==> config.mk <==
export PLATFORM = sky130hd
export DESIGN_NAME = lsq_mem_unit
export DESIGN_NICKNAME = d
export VERILOG_FILES = /design/src/rtl/lsq_mem_unit.sv
export SDC_FILE = /design/constraint.sdc
export NUM_CORES = 2
export LEC_CHECK = 0
export ABC_CLOCK_PERIOD_IN_PS = 43800
export CORE_MARGIN = 5
export CORE_UTILIZATION = 55
export DETAILED_ROUTE_END_ITERATION = 10
export GPL_TIMING_DRIVEN = 1
export PLACE_DENSITY = 0.74
export SLEW_MARGIN = 10
export SYNTH_ARGS = -nofsm -noshare
export SYNTH_HDL_FRONTEND = slang
export SYNTH_SLANG_ARGS = --single-unit
==> constraint.sdc <==
create_clock -name clock -period 43.8 [get_ports clock]
set_input_delay 4.38 -clock clock [delete_from_list [all_inputs] [get_ports clock]]
set_output_delay 4.38 -clock clock [all_outputs]
set_load 0.005 [all_outputs]
==> src/rtl/lsq_mem_unit.sv <==
// Memory-side endpoint of the ex_stage LSQ: dual-enqueue circular queue issuing
// in order to the memory bus, with one outstanding load and completion broadcast.
module lsq_mem_unit #(
  parameter int QUEUE_DEPTH = 8,
  parameter int PTR_BITS    = 3
) (
  input  logic        clock,
  input  logic        reset,
  input  logic [4:0]  LSQ_tag_in_1,
  input  logic [63:0] LSQ_address_in_1,
  input  logic [63:0] LSQ_value_in_1,
  input  logic        LSQ_store_in_1,
  input  logic        LSQ_valid_in_1,
  input  logic [4:0]  LSQ_tag_in_2,
  input  logic [63:0] LSQ_address_in_2,
  input  logic [63:0] LSQ_value_in_2,
  input  logic        LSQ_store_in_2,
  input  logic        LSQ_valid_in_2,
  output logic        lsq_stall_1,
  output logic        lsq_stall_2,
  output logic [1:0]  proc2mem_command,
  output logic [63:0] proc2mem_addr,
  output logic [63:0] proc2mem_data,
  input  logic [3:0]  mem2proc_response,
  input  logic [63:0] mem2proc_data,
  input  logic [3:0]  mem2proc_tag,
  output logic [4:0]  MEM_tag_out,
  output logic [63:0] MEM_value_out,
  output logic        MEM_valid_out
);

  localparam int CW = PTR_BITS + 1;
  localparam logic [CW-1:0]       DEPTH_C = CW'(QUEUE_DEPTH);
  localparam logic [PTR_BITS-1:0] PTR_ONE = {{(PTR_BITS-1){1'b0}}, 1'b1};

  typedef enum logic [0:0] {IDLE = 1'b0, WAIT_DATA = 1'b1} state_t;

  state_t              state_r, state_next_s;
  logic [4:0]          q_tag_r   [QUEUE_DEPTH];
  logic [63:0]         q_addr_r  [QUEUE_DEPTH];
  logic [63:0]         q_value_r [QUEUE_DEPTH];
  logic                q_store_r [QUEUE_DEPTH];
  logic [PTR_BITS-1:0] head_r, tail_r, idx2_s, enq_ptr_s;
  logic [CW-1:0]       count_r, free_s, count_next_s;
  logic [3:0]          pend_mem_tag_r;
  logic [4:0]          pend_rob_tag_r;
  logic                enq1_s, enq2_s, has_head_s, accept_s, ret_s, head_store_s;

  assign free_s       = DEPTH_C - count_r;
  assign lsq_stall_1  = (free_s == {CW{1'b0}});
  assign lsq_stall_2  = (free_s < CW'(2));
  assign enq1_s       = LSQ_valid_in_1 && !lsq_stall_1;
  assign enq2_s       = LSQ_valid_in_2 && !lsq_stall_2;
  assign idx2_s       = enq1_s ? (tail_r + PTR_ONE) : tail_r;
  assign enq_ptr_s    = PTR_BITS'(enq1_s) + PTR_BITS'(enq2_s);
  assign has_head_s   = (count_r != {CW{1'b0}});
  assign head_store_s = q_store_r[head_r];
  assign accept_s     = (state_r == IDLE) && has_head_s && (mem2proc_response != 4'd0);
  assign ret_s        = (state_r == WAIT_DATA) && (mem2proc_tag != 4'd0) &&
                        (mem2proc_tag == pend_mem_tag_r);
  assign count_next_s = count_r + CW'(enq1_s) + CW'(enq2_s) - CW'(accept_s);

  // Drive the queue head onto the memory bus while idle
  always_comb begin
    proc2mem_command = 2'd0;
    proc2mem_addr    = 64'd0;
    proc2mem_data    = 64'd0;
    if ((state_r == IDLE) && has_head_s) begin
      proc2mem_command = head_store_s ? 2'd2 : 2'd1;
      proc2mem_addr    = {q_addr_r[head_r][63:3], 3'b000};
      proc2mem_data    = head_store_s ? q_value_r[head_r] : 64'd0;
    end else begin
      proc2mem_command = 2'd0;
      proc2mem_addr    = 64'd0;
      proc2mem_data    = 64'd0;
    end
  end

  // Next-state logic: an accepted load waits for its tagged data
  always_comb begin
    state_next_s = state_r;
    case (state_r)
      IDLE: begin
        if (accept_s && !head_store_s) state_next_s = WAIT_DATA;
        else                           state_next_s = IDLE;
      end
      WAIT_DATA: begin
        if (ret_s) state_next_s = IDLE;
        else       state_next_s = WAIT_DATA;
      end
      default: state_next_s = IDLE;
    endcase
  end

  // Queue payload storage; contents are don't-care outside head..tail
  always_ff @(posedge clock) begin
    if (enq1_s) begin
      q_tag_r[tail_r]   <= LSQ_tag_in_1;
      q_addr_r[tail_r]  <= LSQ_address_in_1;
      q_value_r[tail_r] <= LSQ_value_in_1;
      q_store_r[tail_r] <= LSQ_store_in_1;
    end
    if (enq2_s) begin
      q_tag_r[idx2_s]   <= LSQ_tag_in_2;
      q_addr_r[idx2_s]  <= LSQ_address_in_2;
      q_value_r[idx2_s] <= LSQ_value_in_2;
      q_store_r[idx2_s] <= LSQ_store_in_2;
    end
  end

  // Pointers, FSM state, pending-load tags and the completion broadcast
  always_ff @(posedge clock) begin
    if (reset) begin
      head_r         <= {PTR_BITS{1'b0}};
      tail_r         <= {PTR_BITS{1'b0}};
      count_r        <= {CW{1'b0}};
      state_r        <= IDLE;
      pend_mem_tag_r <= 4'd0;
      pend_rob_tag_r <= 5'd0;
      MEM_tag_out    <= 5'd0;
      MEM_value_out  <= 64'd0;
      MEM_valid_out  <= 1'b0;
    end else begin
      tail_r  <= tail_r + enq_ptr_s;
      head_r  <= accept_s ? (head_r + PTR_ONE) : head_r;
      count_r <= count_next_s;
      state_r <= state_next_s;
      if (accept_s && head_store_s) begin
        MEM_valid_out <= 1'b1;
        MEM_tag_out   <= q_tag_r[head_r];
        MEM_value_out <= 64'd0;
      end else if (accept_s) begin
        MEM_valid_out  <= 1'b0;
        pend_mem_tag_r <= mem2proc_response;
        pend_rob_tag_r <= q_tag_r[head_r];
      end else if (ret_s) begin
        MEM_valid_out <= 1'b1;
        MEM_tag_out   <= pend_rob_tag_r;
        MEM_value_out <= mem2proc_data;
      end else begin
        MEM_valid_out <= 1'b0;
      end
    end
  end

endmodule

==> impl_summary.txt <==
----------------------------------------------------
[Place]
  Global placer's final weighted congestion ... 0.794
  Placed cell areas ... 62300 um2
  Detailed Place HPWL ... 82500 um
  Count of buffers inserted at the top-level ports ... between 500 and 600

[Critical path]
  CP required ... 39.42 ns
  Worst Setup Path Type ... flip-flop to output port
  Reg2Reg Depth ... 11
  Critical path, cell by cell ... buf_4 -> buf_4 -> mux4_2 -> mux2i_1 -> nor2_1 -> clkdlybuf4s50_1
  Data arrival at the endpoint of the critical path ... between 4 and 5 ns
  Max stage delay on crit path ... between 0.9 and 1 ns
  Most common cell on crit path ... buf_4
  Nature of the critical path startpoint ... flip-flop
  Type of element capturing the critical path ... output port
  Crit-path max FO ... 47
  Worst path slowest cell ... buf_4
  Endpoint of the worst-slack reg-to-reg timing path ... q_value_r[2][27]$_DFFE_PP_
  Launching point of the worst reg2reg path ... count_r[1]$_SDFF_PP0_
  Slack of the worst reg-to-reg path ... about 38 ns

[Final layout]
  Fraction of layout cells with a size suffix above 1 ... roughly 40%
  Area growth from synthesis to layout ... 19.3%
  Design Area, Final ... 66500 um2
  Post-layout net count ... just over 4000

[Floorplanning]
  DIE AREA ... 108000 um2
  Core ar. ... 100000 um2
  I/O pins ... between 500 and 600
  Num rows ... 116
  Starting Density ... a little under three fifths
  Height of the die ... 328 um
  Chip Width ... 328 um

[Timing]
  Finish-stage setup viols ... 0
  Pins Over Slew Limit ... 0
  Headroom to the max-slew limit ... a little under an eighth
  Setup repair after global routing missed its margin ... false
  Min Clock Period, post-route ... ~9.3 ns
  Slew of the pin with the lowest slew margin ... 1.32 ns
  Final Skew ... between 0.02 and 0.025 ns
  Setup total negative slack ... 0 ns
  Final critical-path share of the clock period ... 21.1%
  Maximum clock rate ... about 110 MHz
  Final Hold Viols ... 0

[GRT]
  Number of global-route vias before repair ... ~35000
  Pin count of the biggest net entering global routing ... about 160
  Total Routing Usage GR ... between 20 and 30%
  First-pass GRT wire length ... around 230000 um
  Number of antenna violations at the first check in global routing ... 59
  Global route total overflow ... 0

[CTS]
  Clock root cell ... clkbuf_16
  Clock-pin transition on the worst setup and hold timing paths ... roughly 0.060 ns
  Clock latency reported for the late side of the worst-skew pair ... 0.73 ns
  CTS tree ... yes
  Cts-stage hold buffer count ... 0
  Resized Gates After CTS ... 0
  Buffer count from post-CTS setup fixing ... 0
  Number of clock buffers inserted by TritonCTS ... between 100 and 150
  Depth of the CTS H-tree ... 4
  Total clock sinks ... approximately 1100
  Max clock buf depth ... 3

[Routing]
  Total Wirelength ... 153000 um
  Detailed-route DRC error count ... 0
  Number of routed nets with antenna violations ... 0
  Vias after detailed routing ... 32500
  Post-DR wirelength/cell ... slightly below 30 um
  Drt pass-1 iters ... 5
  Number of design-rule violations left by the first detailed-router iteration ... approximately 2800
  Detail-routed via count per cell ... a little over 6

[Synthesis]
  Synth async-reset ratio ... 0%
  Flip-flop and latch count after synthesis ... between 1000 and 1500
  Netlist area before placement ... 55700 um2
  Post-Synthesis Mean Instance Area ... approximately 17 um2
  Number of warnings issued by yosys ... 0
  Fraction of the yosys area taken by sequential cells ... around 60%
  Number of cells produced by synthesis ... ~3300
  Number of different library cells in the post-synthesis netlist ... 48
  Number of enable-type register cells in the synthesized netlist ... 1048
  Top FF cell, synth ... edfxtp_1

[Power]
  Total power density per cell area ... ~64 nW/um2
  Highest ir drop seen on vdd ... slightly above 0.00006 V
  Lkg Pwr ... between 20 and 25 nW

[Status]
  Run status ... complete, no violations

[Hold path]
  Worst Hold End ... MEM_tag_out[2]$_SDFFE_PP0P_
  Count of cells along the worst hold path ... 2
  Startpoint of the worst hold path ... MEM_tag_out[2]$_SDFFE_PP0P_
  Worst Hold Class ... flip-flop to flip-flop

[Job]
  Number of max-capacitance violations reported ... 0

----------------------------------------------------
==> worst max-delay path, delay by kind of cell (launching register included) <==
kind                   cells  cell delay, ns
flip-flops                 1            0.80
AND/OR/NAND/NOR            1            0.09
multiplexers               2            0.93
buffers and inverters      3            2.29
==> power by group <==
part | switching, mW | internal (mW)
clock | 0.424 | 0.619
combinational | 0.848 | 0.744
sequential | 0.0789 | 1.52
total | 1.35 | 2.89
==> kinds of logic after synthesis <==
logic type | after synthesis | share of synthesized area, %
AO/OA/AOI/OAI | 96 | 1.00
flip-flops | 1141 | 59.8
XOR/XNOR | 11 | 0.213
adder cells (fa/ha/maj) | 13 | 0.332
multiplexers | 1443 | 34.1
other | 1 | 0.00673
buffers and inverters | 241 | 2.08
AND/OR/NAND/NOR | 329 | 2.44
==> state kept, by name (all words and copies together) (netlist names), named ones only <==
| signal | cells |
|---|---|
| MEM_tag_out | 5 |
| q_addr_r | 488 |
| state_r | 1 |
| pend_rob_tag_r | 5 |
| MEM_value_out | 64 |
| q_store_r | 8 |
| tail_r | 3 |
| head_r | 3 |
| count_r | 4 |
| MEM_valid_out | 1 |
| q_tag_r | 40 |
| pend_mem_tag_r | 4 |
| q_value_r | 512 |
==> routing by layer <==
layer | track usage, % | wire (um) | vias up
met3 | 8.12 | 12800 | 237
met5 | 0 | 241 | -
met4 | 9.71 | 3650 | 34
met1 | 35.6 | 60100 | 16900
li1 | - | - | 14100
met2 | 47.5 | 76700 | 1211
==> stage by stage <==
stage	utilization (%)	total power [mW]	worst slack [ns]	cells	hold slack, ns
after floorplan	-	2.62	25.23	3277	0.452
after global placement	62.1	3.19	34.69	4990	0.443
after detailed placement	62.1	3.22	34.70	4990	0.447
after CTS	66.2	4.27	34.31	5222	0.455
after global routing	66.2	4.41	34.11	5247	0.472
final	66.3	4.24	34.55	5265	0.453
==> cells in the mapped netlist, drive strengths merged, types with 2 or more instances <==
| master | instances | share of area [%] |
|---|---|---|
| nand2b | 4 | 0.045 |
| nor4 | 4 | 0.099 |
| nand2 | 141 | 0.95 |
| ha | 10 | 0.22 |
| nor2 | 153 | 1.0 |
| nand4b | 2 | 0.031 |
| xnor2 | 7 | 0.14 |
| o31ai | 3 | 0.040 |
| mux2i | 128 | 2.3 |
| fa | 3 | 0.11 |
| xor2 | 4 | 0.076 |
| nand4 | 2 | 0.022 |
| o21ai | 2 | 0.038 |
| nor2b | 5 | 0.056 |
| inv | 11 | 0.074 |
| buf | 175 | 1.6 |
| nor3b | 2 | 0.027 |
| mux2 | 1055 | 21 |
| o21bai | 3 | 0.040 |
| a21oi | 72 | 0.65 |
| edfxtp | 1048 | 56 |
| mux4 | 260 | 11 |
| or3 | 3 | 0.034 |
| a2111oi | 2 | 0.034 |
| a22oi | 9 | 0.12 |
| clkbuf | 55 | 0.37 |
| nor3 | 10 | 0.11 |
| dfxtp | 93 | 3.3 |
==> placed cells by master, fill, tap and decap left out, types with 5 or more instances in the layout <==
cell type	instances
clkbuf_8	5
edfxtp_1	1048
mux4_2	260
inv_6	5
clkinv_1	30
clkbuf_16	137
buf_4	43
a21oi_1	72
diode_2	43
mux2_2	1002
nor2_1	153
clkdlybuf4s50_1	536
dfxtp_1	90
inv_1	10
buf_12	7
nor3_1	8
bufinv_16	7
xnor2_1	5
nor2b_1	5
clkinv_2	12
mux2_1	53
a22oi_1	9
nand2_1	141
ha_1	10
mux2i_1	127
clkbuf_1	36
==> worst max-delay path by stage <==
| stage | startpoint | end | slack (ns) |
|---|---|---|---|
| final | flip-flop | proc2mem_data[48] | 34.55 |
| after global routing | flip-flop | proc2mem_data[48] | 34.11 |
| after CTS | flip-flop | proc2mem_data[48] | 34.31 |
| after detailed placement | LSQ_valid_in_1 | q_value_r[2][27]$_DFFE_PP_ | 34.70 |
| after global placement | LSQ_valid_in_1 | q_value_r[2][25]$_DFFE_PP_ | 34.69 |
| after floorplan | LSQ_valid_in_1 | q_addr_r[0][10]$_DFFE_PP_ | 25.23 |
==> layout make-up <==
cell class / instances / area [um2]
Fill cell: 6811 / 33800
Antenna cell: 43 / 108
Sequential cell: 1141 / 33300
Timing Repair Buffer: 586 / 5830
Clock buffer: 178 / 3630
Tap cell: 1357 / 1700
Clock inverter: 54 / 427
Multi-Input combinational cell: 1895 / 21400
Inverter: 11 / 41.3
Power figures use the tool's default switching activity.
